<file path="config.mk">
export PLATFORM = sky130hd
export DESIGN_NAME = ram_port_arbiter
export DESIGN_NICKNAME = d
export VERILOG_FILES = /design/src/rtl/ram_port_arbiter.sv
export SDC_FILE = /design/constraint.sdc
export NUM_CORES = 1
export LEC_CHECK = 0
export ABC_AREA = 1
export BUFFER_PORTS_ARGS = -buffer_cell sky130_fd_sc_hd__buf_2
export CAP_MARGIN = 0
export CORE_MARGIN = 2
export CORE_UTILIZATION = 25
export CTS_CLUSTER_SIZE = 16
export DETAILED_ROUTE_END_ITERATION = 7
export GPL_ROUTABILITY_DRIVEN = 1
export GPL_TIMING_DRIVEN = 0
export PLACE_DENSITY = 0.49
export SETUP_SLACK_MARGIN = 0.02
export SYNTH_ARGS = -nofsm -noshare
export SYNTH_HDL_FRONTEND = slang
export SYNTH_SLANG_ARGS = --single-unit
export TNS_END_PERCENT = 30
</file>
<file path="constraint.sdc">
create_clock -name Clock -period 1.9 [get_ports Clock]
set_clock_uncertainty 0.2 [all_clocks]
set_input_delay 0 -clock Clock [delete_from_list [all_inputs] [get_ports Clock]]
set_output_delay 0 -clock Clock [all_outputs]
set_load 0.02 [all_outputs]
</file>
<file path="src/rtl/ram_port_arbiter.sv">
// Two-requester arbiter in front of a single-read-port RAM (1-cycle synchronous read).
// Grants at most one access per cycle. Requesters are served round-robin, and a
// requester is never granted on two consecutive edges. Grant, address, write data
// and write enable are all registered toward the RAM. Read data returns on
// oRdData two edges after the grant edge, tagged by oRdValid0/oRdValid1.
// Build option: define RAM_ARB_FIXED_PRIORITY_EN so that requester 0 always wins
// a tie; the round-robin pointer is then removed.
module ram_port_arbiter #(
  parameter int DATA_WIDTH = 16,
  parameter int ADDR_WIDTH = 8
) (
  input  logic                  Clock,
  input  logic                  Reset,
  input  logic                  iReq0,
  input  logic                  iWe0,
  input  logic [ADDR_WIDTH-1:0] iAddr0,
  input  logic [DATA_WIDTH-1:0] iData0,
  output logic                  oGnt0,
  output logic                  oRdValid0,
  input  logic                  iReq1,
  input  logic                  iWe1,
  input  logic [ADDR_WIDTH-1:0] iAddr1,
  input  logic [DATA_WIDTH-1:0] iData1,
  output logic                  oGnt1,
  output logic                  oRdValid1,
  output logic [DATA_WIDTH-1:0] oRdData,
  output logic                  oRamWriteEnable,
  output logic [ADDR_WIDTH-1:0] oRamWriteAddress,
  output logic [ADDR_WIDTH-1:0] oRamReadAddress,
  output logic [DATA_WIDTH-1:0] oRamDataIn,
  input  logic [DATA_WIDTH-1:0] iRamDataOut
);

  logic                  gnt0_q, gnt0_d;
  logic                  gnt1_q, gnt1_d;
  logic                  we_q, we_d;
  logic [ADDR_WIDTH-1:0] addr_q, addr_d;
  logic [DATA_WIDTH-1:0] wdata_q, wdata_d;
  logic                  s1_vld_q, s1_vld_d;
  logic                  s1_own_q, s1_own_d;
  logic                  s2_vld_q, s2_own_q;
  logic                  rdv0_q, rdv1_q;
  logic [DATA_WIDTH-1:0] rdata_q;
  logic                  elig0, elig1;
  logic                  sel0, sel1;

  // Eligibility: a requester that was granted in the previous cycle sits out this edge.
  always_comb begin
    elig0 = iReq0 & ~gnt0_q;
    elig1 = iReq1 & ~gnt1_q;
  end

`ifdef RAM_ARB_FIXED_PRIORITY_EN
  // Fixed priority: requester 0 wins any tie.
  always_comb begin
    sel0 = elig0;
    sel1 = elig1 & ~elig0;
  end
`else
  logic ptr_q, ptr_d;  // 0: requester 0 wins the next tie, 1: requester 1 wins it

  // Round-robin choice; the pointer moves only when both requesters were eligible.
  always_comb begin
    sel0  = elig0 & (~elig1 | ~ptr_q);
    sel1  = elig1 & ~sel0;
    ptr_d = ptr_q;
    if (elig0 && elig1) ptr_d = sel0;
  end

  // Tie-break pointer register.
  always_ff @(posedge Clock or posedge Reset) begin
    if (Reset) ptr_q <= 1'b0;
    else       ptr_q <= ptr_d;
  end
`endif

  // Next RAM command. With no grant, the address and data hold their values and the write enable drops.
  always_comb begin
    gnt0_d   = sel0;
    gnt1_d   = sel1;
    we_d     = 1'b0;
    addr_d   = addr_q;
    wdata_d  = wdata_q;
    s1_vld_d = 1'b0;
    s1_own_d = 1'b0;
    if (sel0) begin
      we_d     = iWe0;
      addr_d   = iAddr0;
      wdata_d  = iData0;
      s1_vld_d = ~iWe0;
    end else if (sel1) begin
      we_d     = iWe1;
      addr_d   = iAddr1;
      wdata_d  = iData1;
      s1_vld_d = ~iWe1;
      s1_own_d = 1'b1;
    end
  end

  // Grant and RAM command registers.
  always_ff @(posedge Clock or posedge Reset) begin
    if (Reset) begin
      gnt0_q  <= 1'b0;
      gnt1_q  <= 1'b0;
      we_q    <= 1'b0;
      addr_q  <= '0;
      wdata_q <= '0;
    end else begin
      gnt0_q  <= gnt0_d;
      gnt1_q  <= gnt1_d;
      we_q    <= we_d;
      addr_q  <= addr_d;
      wdata_q <= wdata_d;
    end
  end

  // Read return pipeline: grant edge -> RAM capture edge -> oRdData capture edge.
  always_ff @(posedge Clock or posedge Reset) begin
    if (Reset) begin
      s1_vld_q <= 1'b0;
      s1_own_q <= 1'b0;
      s2_vld_q <= 1'b0;
      s2_own_q <= 1'b0;
      rdv0_q   <= 1'b0;
      rdv1_q   <= 1'b0;
      rdata_q  <= '0;
    end else begin
      s1_vld_q <= s1_vld_d;
      s1_own_q <= s1_own_d;
      s2_vld_q <= s1_vld_q;
      s2_own_q <= s1_own_q;
      rdv0_q   <= s2_vld_q & ~s2_own_q;
      rdv1_q   <= s2_vld_q & s2_own_q;
      if (s2_vld_q) rdata_q <= iRamDataOut;
    end
  end

  assign oGnt0            = gnt0_q;
  assign oGnt1            = gnt1_q;
  assign oRdValid0        = rdv0_q;
  assign oRdValid1        = rdv1_q;
  assign oRdData          = rdata_q;
  assign oRamWriteEnable  = we_q;
  assign oRamWriteAddress = addr_q;
  assign oRamReadAddress  = addr_q;
  assign oRamDataIn       = wdata_q;

endmodule

</file>
After elaboration in Yosys (flattened, before gate mapping)
Index checks and enable logic that the tools add are counted.
Widths: inputs -> output; s select.
{"block": "word_totals", "reg_bits": 50, "in_bits": 70, "out_inout_bits": 53, "wordCells": 40}
{"block": "classes", "n_mux": 10, "bitwise": 15, "n_reduce_logical": 2}
{"cell": "$mux 16", "count": 2}
{"cell": "$mux 8", "count": 2}
{"cell": "$not 1->1", "count": 8}
{"cell": "$and 1x1->1", "count": 6}
{"cell": "$mux 1", "count": 6}
{"cell": "$reduce_bool 2->1", "count": 1}
{"cell": "$logic_and 1x1->1", "count": 1}
{"cell": "$or 1x1->1", "count": 1}

Depth between registers and ports, before layout
{"block": "logic_depth", "word_depth": 9, "mapped_depth": 8, "depth_no_buf": 6}

Worst setup path after synthesis
No wires, ideal clock.
{"block": "synth_path", "kind": "flip-flop to flip-flop", "from": "reg gnt1_q, in the netlist oGnt1", "to": "reg wdata_q[3], in the netlist oRamDataIn[3]", "setup_ps": 115, "arrival_ps": 1111, "required_time_ps": 1585, "path_slack_ps": 474, "path_stages_with_launch": 9, "path_buffers": 2, "period_less_slack_ps": 1426, "cell_sequence": "dfrtp_1 inv_1 nand2_2 buf_6 buf_6 nand3_1 nand2_1 inv_1 nand2_2"}
{"block": "synth_between", "elab_chain_cells": 8, "word_cells_on_any_way": 9, "cone_classes": "1 x mux; 7 x bitwise; 1 x reduce/logical"}
{"element": "start, declared", "line_no": "35", "rtl": "logic gnt1_q, gnt1_d;"}
{"element": "start signal, assigned", "line_no": "110", "rtl": "gnt1_q <= gnt1_d;"}
{"element": "$not 1->1 (*)", "line_no": "50", "rtl": "elig1 = iReq1 & ~gnt1_q;"}
{"element": "$and 1x1->1 (*)", "line_no": "50"}
{"element": "$not 1->1", "line_no": "64", "rtl": "sel0 = elig0 & (~elig1 | ~ptr_q);"}
{"element": "$or 1x1->1", "line_no": "64"}
{"element": "$and 1x1->1", "line_no": "64"}
{"element": "$not 1->1", "line_no": "65", "rtl": "sel1 = elig1 & ~sel0;"}
{"element": "$and 1x1->1", "line_no": "65"}
{"element": "$reduce_bool 2->1 (no source line)"}
{"element": "end signal, assigned", "line_no": "113", "rtl": "wdata_q <= wdata_d;"}
{"element": "end, declared", "line_no": "38", "rtl": "logic [DATA_WIDTH-1:0] wdata_q, wdata_d;"}
Every way passes the cells marked *; elsewhere a longest branch is shown, timed or not.
A chain may end at the register's enable or synchronous reset.

Worst setup path after layout
{"block": "layout_path", "from": "reg gnt1_q, in the netlist oGnt1", "to": "reg wdata_q[11], in the netlist oRamDataIn[11]"}
Same word-level chain as after synthesis.

==> out/results.txt <==
Worst Hold Depth -> 6
core area -> 9639 um2
Hold Startpoint -> iReq0
achievable frequency -> 0.5526 GHz
outcome -> complete, but fails checks
die height -> 103.1 um
vias in the first global route -> 2552
gr usage total -> 0.1424
P_int -> 2.224 mW
Cell variety after synth -> 17
final core utilization -> 0.4235
clock network fraction of design power -> 0.169
Hold Crit Endpoint -> oRamDataIn[10]
antenna cells -> 0
# setup viols final -> 0
Tot Pwr -> 3.708 mW
area delta synth->final -> 66.31%
post-synth top area cell -> dfrtp_1
clock root buffer -> clkbuf_8
RSZ-0062 raised after global routing -> no
initial drt markers -> 65
Routed WL -> 7.672 mm
worst path cell trace -> inv_2, nand2_4, buf_8, nand3_1, nand2_1, dlygate4sd3_1, inv_1, nand2_1
post-synthesis cell count -> 291
Logic pwr share -> 0.440
Layout Nets -> 564
Sw Ratio -> 0.4003
CTS H-tree depth -> 2
most frequent cells in the layout -> 127 x buf_2, 97 x nand2_1, 72 x dlygate4sd3_1
failing checks -> negative hold slack
Synth Area per Inst -> 8.436 um2
switching power -> 1.484 mW
Seq pwr share -> 0.391
CP bufs+invs -> 4
die area -> 10630 um2
cell family with most CP delay -> buffers and inverters
share of cells above drive strength 1 -> 0.3596
vias per cell -> 4.132
Hold WC Path Type -> in2reg
CTS tree -> done
most common cell after layout, fill and taps aside -> buf_2
Reg2Reg Setup Slack -> 0.09 ns
Seq cells post-synth -> 49
synthesized area -> 2455 um2
global route overflow -> 0
Sink Count -> 49
port bufs -> 122
Placed Cells -> 547
Crit. End Element -> flip-flop
CP arrival -> 1.81 ns
vias -> 2595
DRT Pass-1 Iters -> 4
I/O pin cnt -> 123
CP max stage delay -> 0.56 ns
CP Max Fanout -> 10
Seq/Total Area, Yosys -> 0.4995
Worst-Margin Slew -> 0.5709 ns
Initial Util -> 0.2547
remaining antenna violation count -> 0
IR drop worst, VDD -> 379.1 uV
WS Path Type -> reg2reg
Worst R2R End -> oRamDataIn[11]
Tcrit/Tclk final -> 0.9524
Fin. Hold Viols -> 1
Final HPWL DP -> 4.993 mm
drt drc -> 0
critical path's most frequent cell -> nand2_1
CP required -> 1.90 ns
Max Cap Viol -> 0
antenna violations before repair -> 0
pwr dens -> 908.3 nW/um2
clk_lat worst skew -> 0.29 ns
hold_ws -> -0.007553 ns
Finished Layout Cells -> 628
r2r startpoint -> oGnt1
pin count of the biggest net entering global routing -> 28
FF-to-FF path depth -> 8
cts bufs inserted -> 5
DIE WIDTH -> 103.1 um
Clock transition at path regs -> 0.09 ns
top cells by area, synth -> dfrtp_1 50%, nand2_1 15%, nand3_1 13%, buf_6 4.6%, inv_1 4.6%
slew margin rel. -> 0.6189
routed length per instance -> 12.22 um
CP Launch Point -> oGnt1
share of the synthesized area in the top cell type -> 0.4995
row count -> 36
syn nets -> 361
Worst Setup Start Kind -> flip-flop
warnings from Yosys -> 0
Final Max Tran Viols -> 0
routability cong. -> 0.7057
CP max stage cell -> dlygate4sd3_1
Leak -> 2.264 nW
global-route wire length before repair -> 11.80 mm
CTS Buffer Depth -> 2
minimum clock period -> 1.810 ns
## synthesized netlist by cell type, drive strengths merged
cell type  instances
nand2            103
o21ai              2
dfrtp             49
nor2               5
nand3             75
clkinv             1
inv               32
buf               24
## cells by family after synthesis
kind of cell | Yosys count | share of synthesized area
AOI/OAI and AO/OA | 2 | 0.004074
buffers and inverters | 57 | 0.1371
and+or+nand+nor | 183 | 0.3593
DFF | 49 | 0.4995
## metal layers
metal  GRT usage  vias up  wire (um)
li1            -     1308          -
met1      0.1641     1185       3305
met2      0.2657      100       3846
met3     0.03458        2        489
met4     0.03138        0         30
met5           0        -          0
## sequential cells by signal, summed over array words and instances, names as in the netlist
register and cells:
oGnt0 1, oGnt1 1, oRamDataIn 16, oRamReadAddress 8, oRamWriteEnable 1, oRdData 16
oRdValid0 1, oRdValid1 1, ptr_q 1, s1_vld_q 1, s2_own_q 1, s2_vld_q 1
## worst max-delay path by stage
| stage | end | slack [ns] | cells after the start |
|---|---|---|---|
| after detailed placement | oRamReadAddress[5] | 0.37 | 7 |
| after global routing | oRamDataIn[12] | 0.03 | 8 |
| final | oRamDataIn[11] | 0.09 | 8 |
| after global placement | oRamReadAddress[3] | -0.29 | 2 |
| after CTS | oRamDataIn[13] | 0.04 | 7 |
| after floorplan | oRamDataIn[3] | 0.47 | 8 |
## cell type report
type                       instances  area [um2]
buffer                            24       216.5
clock buffer                       5       68.82
clock inverter                     3       17.52
fill                             989        5557
inverter                          33       123.9
multi-input combinational        185       904.6
sequential                        49        1226
tap                              133       166.4
timing repair buffer             196        1359
## timing repair
action,in CTS,in global routing
setup buffers,0,1
gates resized for setup,0,4
hold buffers,73,0
hold endpoints to repair,91,0
setup endpoints to repair,0,5
## power groups by stage
stage	logic, mW	registers (mW)	clock network, mW
finish	1.63	1.45	0.627
global route	1.80	1.48	0.707
CTS	1.64	1.45	0.665
detailed placement	1.50	1.47	0
global placement	1.48	1.47	0
floorplan	0.678	1.76	0
## worst min-delay path: cells and delay by family
family	cells	cell delay, ns
buffers and inverters	2	0.16
AND/OR/NAND/NOR	4	0.29
## stage by stage
step	cell area, um2	TNS [ns]	setup WS [ns]
after floorplan	2455	0	0.4736
after global placement	3232	-14.30	-0.2944
after detailed placement	3252	0	0.3689
after CTS	4069	0	0.03836
after global routing	4083	0	0.02529
final	4083	0	0.09038
(Power assumes the default switching activity.)
